==> config.mk <==
export PLATFORM = sky130hd
export DESIGN_NAME = mem_port_arbiter
export DESIGN_NICKNAME = d
export VERILOG_FILES = /design/src/rtl/mem_port_arbiter_pkg.sv /design/src/rtl/mem_port_arbiter_starve_counter.sv /design/src/rtl/mem_port_arbiter.sv
export SDC_FILE = /design/constraint.sdc
export NUM_CORES = 1
export LEC_CHECK = 0
export ABC_AREA = 0
export CAP_MARGIN = 20
export CORE_MARGIN = 4
export CORE_UTILIZATION = 25
export DETAILED_ROUTE_END_ITERATION = 10
export PLACE_DENSITY = 0.51
export SLEW_MARGIN = 5
export SYNTH_ARGS = -nofsm -noshare
export SYNTH_HDL_FRONTEND = slang
export SYNTH_SLANG_ARGS = --single-unit
==> constraint.sdc <==
create_clock -name CLK -period 2.1 [get_ports CLK]
set_input_delay 0.42 -clock CLK [delete_from_list [all_inputs] [get_ports CLK]]
set_output_delay 0.42 -clock CLK [all_outputs]
set_load 0.05 [all_outputs]
==> src/rtl/mem_port_arbiter_pkg.sv <==
// Shared encodings for the unified memory port arbiter.
// FSM states and transaction owner.
package mem_port_arbiter_pkg;

  typedef enum logic [1:0] {
    IDLE = 2'd0,
    BUSY = 2'd1,
    RESP = 2'd2
  } state_e;

  typedef enum logic {
    OWN_IF = 1'b0,
    OWN_D  = 1'b1
  } owner_e;

  localparam int CNT_W = 3;

endpackage

==> src/rtl/mem_port_arbiter_starve_counter.sv <==
// arb_starve_counter: counts data grants made while fetch waits.
// Ports: CLK, reset, if_req, d_grant, if_grant in; force_if out.
module arb_starve_counter
  import mem_port_arbiter_pkg::*;
#(
  parameter int STARVE_MAX = 4
) (
  input  logic CLK,
  input  logic reset,
  input  logic if_req,
  input  logic d_grant,
  input  logic if_grant,
  output logic force_if
);

  logic [CNT_W-1:0] cnt;

  always_ff @(posedge CLK) begin
    if (reset) begin
      cnt <= '0;
    end else if (if_grant) begin
      cnt <= '0;
    end else if (d_grant && if_req) begin
      cnt <= cnt + 1'b1;
    end
  end

  assign force_if = if_req && (cnt == CNT_W'(STARVE_MAX));

endmodule

==> src/rtl/mem_port_arbiter.sv <==
// mem_port_arbiter: shares one single-port memory between fetch and data.
// Ports: CLK/reset, if_* fetch port, d_* data port, mem_* memory side.
// Build option ARB_STARVE_GUARD_EN: bounded data priority over fetch.
module mem_port_arbiter
  import mem_port_arbiter_pkg::*;
#(
  parameter int ADDR_W     = 64,
  parameter int DATA_W     = 64,
  parameter int STARVE_MAX = 4
) (
  input  logic              CLK,
  input  logic              reset,
  input  logic              if_req,
  input  logic [ADDR_W-1:0] if_addr,
  output logic [31:0]       if_rdata,
  output logic              if_rvalid,
  output logic              if_stall,
  input  logic              d_req,
  input  logic              d_we,
  input  logic [ADDR_W-1:0] d_addr,
  input  logic [DATA_W-1:0] d_wdata,
  output logic [DATA_W-1:0] d_rdata,
  output logic              d_done,
  output logic              d_stall,
  output logic              mem_req,
  output logic              mem_we,
  output logic [ADDR_W-1:0] mem_addr,
  output logic [DATA_W-1:0] mem_wdata,
  input  logic [DATA_W-1:0] mem_rdata,
  input  logic              mem_ack
);

  state_e state_q, state_d;
  owner_e owner_q, owner_d;
  logic   we_q;
  logic   grant_d, grant_if;
  logic   force_if;

`ifdef ARB_STARVE_GUARD_EN
  arb_starve_counter #(
    .STARVE_MAX(STARVE_MAX)
  ) u_starve (
    .CLK     (CLK),
    .reset   (reset),
    .if_req  (if_req),
    .d_grant (grant_d),
    .if_grant(grant_if),
    .force_if(force_if)
  );
`else
  assign force_if = 1'b0;
`endif

  always_comb begin
    state_d  = state_q;
    owner_d  = owner_q;
    grant_d  = 1'b0;
    grant_if = 1'b0;
    case (state_q)
      IDLE: begin
        if (d_req && !force_if) begin
          grant_d = 1'b1;
          owner_d = OWN_D;
          state_d = BUSY;
        end else if (if_req) begin
          grant_if = 1'b1;
          owner_d  = OWN_IF;
          state_d  = BUSY;
        end
      end
      BUSY:    if (mem_ack) state_d = RESP;
      RESP:    state_d = IDLE;
      default: state_d = IDLE;
    endcase
  end

  always_ff @(posedge CLK) begin
    if (reset) begin
      state_q   <= IDLE;
      owner_q   <= OWN_IF;
      we_q      <= 1'b0;
      mem_addr  <= '0;
      mem_wdata <= '0;
      if_rdata  <= '0;
      d_rdata   <= '0;
    end else begin
      state_q <= state_d;
      owner_q <= owner_d;
      if (grant_d) begin
        mem_addr  <= d_addr;
        we_q      <= d_we;
        mem_wdata <= d_wdata;
      end else if (grant_if) begin
        mem_addr  <= if_addr;
        we_q      <= 1'b0;
        mem_wdata <= '0;
      end
      if (state_q == BUSY && mem_ack) begin
        if (owner_q == OWN_D && !we_q)
          d_rdata <= mem_rdata;
        // Registered address picks the 32-bit half, immune to if_addr churn.
        if (owner_q == OWN_IF)
          if_rdata <= mem_addr[2] ? mem_rdata[63:32] : mem_rdata[31:0];
      end
    end
  end

  assign mem_req   = (state_q == BUSY);
  assign mem_we    = mem_req && we_q;
  assign if_rvalid = (state_q == RESP) && (owner_q == OWN_IF);
  assign d_done    = (state_q == RESP) && (owner_q == OWN_D);
  assign if_stall  = if_req && !if_rvalid;
  assign d_stall   = d_req && !d_done;

endmodule
## Yosys cells after proc, flatten, opt, wreduce, memory -nomap -nowiden

Cells that the tools add are included.

| storage, ports and cells | value |
|---|---|
| RAM bits | 0 |
| word-level logic and storage cells | 47 |
| bits in latches | 0 |
| input port bits | 262 |
| memory bits (read-only) | 0 |
| bits in registers | 228 |
| memories kept | 0 |

| cells by class | value |
|---|---|
| reductions and logical operators | 17 |
| equality and inequality tests | 4 |
| muxes and demuxes | 18 |
| $lt $le $gt $ge | 0 |
| bitwise logic cells | 1 |
| div/mod/pow operators | 0 |
| $add $sub $neg | 0 |
| shift-type cells | 0 |
| $mul | 0 |

Operators by type and width:

| operator | count |
|---|---|
| $mux 64 | 4 |
| $mux 32 | 1 |
| $mux 1 | 9 |
| $reduce_and 2->1 | 4 |
| $logic_and 1x1->1 | 7 |
| $mux 2 | 3 |
| $pmux 2 s2 | 1 |
| $reduce_bool 2->1 | 2 |
| $logic_not 1->1 | 3 |
| $ne 3x3->1 const B | 1 |
| $eq 2x1->1 const B | 1 |
| $eq 2x2->1 const B | 1 |
| $logic_not 2->1 | 1 |
| $ne 2x1->1 const B | 1 |
| $not 1->1 | 1 |

## Depth between registers and ports, before layout

| logic depth | value |
|---|---|
| depth in word-level cells | 5 |
| depth in mapped cells | 5 |

## Worst setup path before layout

Ideal clock, no wire load.

| timing | value |
|---|---|
| path kind | reg-to-output |
| start point | register state_q[1] |
| end point | output if_stall |
| data arrival time | 2.229 ns |
| slack | -0.549 ns |
| cell stages (with the launch flop) | 3 |
| required time | 1.680 ns |
| cells stage by stage | dfxtp_1 -> nor3b_1 -> nor2_1 |

| between the ends | value |
|---|---|
| cells in the longest elaborated chain, start to end | 4 |

RTL lines:

| what | RTL line | RTL |
|---|---|---|
| start: declaration | mem_port_arbiter.sv:33 | `state_e state_q, state_d;` |
| start signal: assignment | mem_port_arbiter.sv:87 | `state_q <= state_d;` |
| $eq 2x2->1 | mem_port_arbiter.sv:110 | `assign if_rvalid = (state_q == RESP) && (owner_q == OWN_IF);` |
| $logic_and 1x1->1 | mem_port_arbiter.sv:110 |  |
| via if_rvalid | mem_port_arbiter.sv:16 | `output logic if_rvalid,` |
| $logic_not 1->1 | mem_port_arbiter.sv:112 | `assign if_stall = if_req && !if_rvalid;` |
| $logic_and 1x1->1 | mem_port_arbiter.sv:112 |  |
| end: declaration | mem_port_arbiter.sv:17 | `output logic if_stall,` |

The timed path passes the listed nets, and every way through them passes these cells.

## Worst setup path after layout

| timing | value |
|---|---|
| start point | register state_q[1] |
| end point | output mem_we |

| between the ends | value |
|---|---|
| cells in the longest elaborated chain, start to end | 2 |

RTL lines:

| what | RTL line | RTL |
|---|---|---|
| $eq 2x1->1 | mem_port_arbiter.sv:108 | `assign mem_req = (state_q == BUSY);` |
| $logic_and 1x1->1 | mem_port_arbiter.sv:109 | `assign mem_we = mem_req && we_q;` |
| end: declaration | mem_port_arbiter.sv:26 | `output logic mem_we,` |

Every way passes these cells.

==> run metrics <==
antenna violations before repair=2; Required @ worst endpoint=~1.7 ns; grt met2 use=between 20% and 30%; htree depth=1; Post-Synth XOR/XNOR Area=0%; cts hold-fix bufs=0; Combinational Power Share=between 20% and 30%; Placed Area=14990 sq um; Core ar.=37670 sq um; ANT nets after route=0; GRT Max-Usage Layer=met2; GP Congestion=0.8176; Post-Synth Adder-Cell Area=0%; Syn Std Cell Area=9534 sq um; outcome=complete, no violations; drt via density=4.592; initial core utilization=25.31%; met1 GRT Util=21.13%; clk buf depth=3; fraction of the mapped netlist area in simple logic gates=roughly an eighth; Net Sw Frac=31.13%; Top-Level Pins=492; post-synth net total=1355; Ys Warns=0; RSZ-0062 raised after global routing=false; reg2reg setup slack=0.48 ns; Seq/Total Area, Yosys=47.87%; Yosys cell types=30; maximum vdd drop=0.6063 mV; crit-path max FO=5; CTS Root Cell=clkbuf_16; DRC=0; commonest non-fill, non-tap cell in the layout=clkdlybuf4s50_1; sequential power share=36.9%; post-synthesis compound-gate area fraction=21.21%; Max-Cap Viols=0; routed len/inst=roughly 19 um; Hold Crit Class=in -> reg; CP endpoint kind=output pin; worst clock skew=0.01309 ns; type of origin of the critical path=register; combinational family with the most area after synthesis=compound AO/OA/AOI/OAI gates; Seq cells post-synth=228; data arrival time of the critical path=1.55 ns; slew at the pin closest to its max-slew limit=0.9959 ns; most frequent cells in the layout=clkdlybuf4s50_1 (258), dfxtp_1 (226), dlygate4sd2_1 (209), nand2_1 (196), mux2i_1 (96); DR iter-0 viols=394; mux cell area share after synthesis=10.08%; EDFF count, synth=0; post-synthesis area per instance=8.723 sq um; cts bufs inserted=28; Clock Sinks=around 230; clock transition at the registers of the reported paths=0.06 ns; total grt overflow=0; Layout Nets=1801; top_reg_cell synth=dfxtp_1; area grow syn2layout=64.84%; internal power=slightly below 9 mW; Async S/R FF share, synth=0%; area leader, netlist=dfxtp_1; drt pass-1 iters=5; fin area=15720 sq um; fin crit share=93.79%; Cell Pwr Density=between 800 and 900 nW/um^2; number of global-route vias before repair=~9600; share of cells above drive strength 1=around 7%; synth top area cells=dfxtp_1 (48%), mux2i_1 (10%), nand2_1 (7.7%), a221oi_1 (5.8%), o2bb2ai_1 (5.5%); # setup viols final=0; Max Freq=507.7 MHz; Die H=~200 um; Setup TNS=0 ns; Yosys top cell area share=47.87%; IO buf count=491; Pins Over Slew Limit=0; clock latency on the worst-skew pair=around 0.54 ns; Final HPWL DP=28080 um; gr usage total=between 10% and 20%; GR Util met3=6.647%; largest net degree at the start of global routing=74; Final Critical Period=1.969 ns; Post-Route WL=38980 um; max_slew headroom=33.45%; Switch Pwr=4.009 mW; CP Class=reg -> out; clock share of power=about two fifths; vias after detailed routing=9520; first-pass GRT wire length=58510 um; Lkg Pwr=6.590 nW; DIE AREA=41320 sq um; CTS tree=done; die width=203.3 um; Rows=71; Synth Instances=~1100; Final Hold Viols=0
[kinds of logic after synthesis]
family          after synthesis
simple gates                304
compound gates              294
flops                       228
buf+inv                     171
mux                          96
[sequential cells by signal, indices dropped and copies added (netlist names)]
name       flops
mem_wdata     64
owner_q        1
d_rdata       64
state_q        2
we_q           1
if_rdata      32
mem_addr      64
[path summary, 6_finish.rpt]
check | from | to | cells after the start
worst max-delay path | state_q[1] | mem_we | 4
worst min-delay path | reset | if_rdata[22] | 2
worst max register to register | state_q[1] | d_rdata[10] | 5
worst min register to register | d_rdata[43] | d_rdata[43] | 2
[worst max-delay path, stage by stage, from the launching register on]
cell and delay, ns:
dfxtp_1 0.33, buf_4 0.15, nor2b_4 0.17, and2_1 0.20, buf_12 0.15
[per-stage QoR]
step                utilization [%]  hold WS, ns  worst slack [ns]  cells  power (mW)
floorplan                         -       0.4539           0.07608   1093       6.684
global placement              39.80       0.4422            0.2112   2019       8.130
detailed placement            39.80       0.4455            0.1763   2019       8.143
CTS                           41.70       0.1533           0.01654   2071       13.11
global route                  41.73       0.1563           0.01306   2073       13.47
finish                        41.73       0.1808            0.1305   2073       12.88
[routing by layer]
metal / vias up / wire length (um)
met4: 2 / 1110
met1: 4430 / 15740
met2: 356 / 18450
met3: 56 / 3661
li1: 4676 / -
met5: - / 13
[final cells by class]
class / count / area, sq um
fill: 3900 / 21950
timing repair buffer: 521 / 5067
sequential: 228 / 4567
multi-input combinational: 694 / 4224
clock buffer: 45 / 855.8
tap: 511 / 639.4
inverter: 66 / 250.2
clock inverter: 7 / 110.1
antenna: 1 / 2.502
[power groups by stage]
| stage | clock [mW] | combinational, mW | sequential [mW] |
|---|---|---|---|
| 3_3_place_gp | 0 | 3.29 | 4.84 |
| 6_report | 5.04 | 3.09 | 4.75 |
| 5_1_grt | 5.41 | 3.28 | 4.78 |
| 4_1_cts | 5.24 | 3.13 | 4.75 |
| 3_5_place_dp | 0 | 3.29 | 4.85 |
| 2_1_floorplan | 0 | 0.876 | 5.81 |
[timing repair]
item	CTS	global route
pin swaps	0	0
resized for setup	212	1
buffers inserted	0	1
setup endpoints to repair	211	3
cloned	0	0
[Yosys cell counts (6+ instances only)]
| master | number |
|---|---|
| buf_12 | 6 |
| nand2_1 | 196 |
| nor2_1 | 97 |
| a221oi_1 | 63 |
| buf_2 | 33 |
| inv_1 | 65 |
| dfxtp_1 | 228 |
| clkbuf_1 | 59 |
| a21oi_1 | 67 |
| o2bb2ai_1 | 60 |
| mux2i_1 | 96 |
| a211oi_1 | 32 |
| o21ai_0 | 67 |
(Power assumes the default switching activity.)
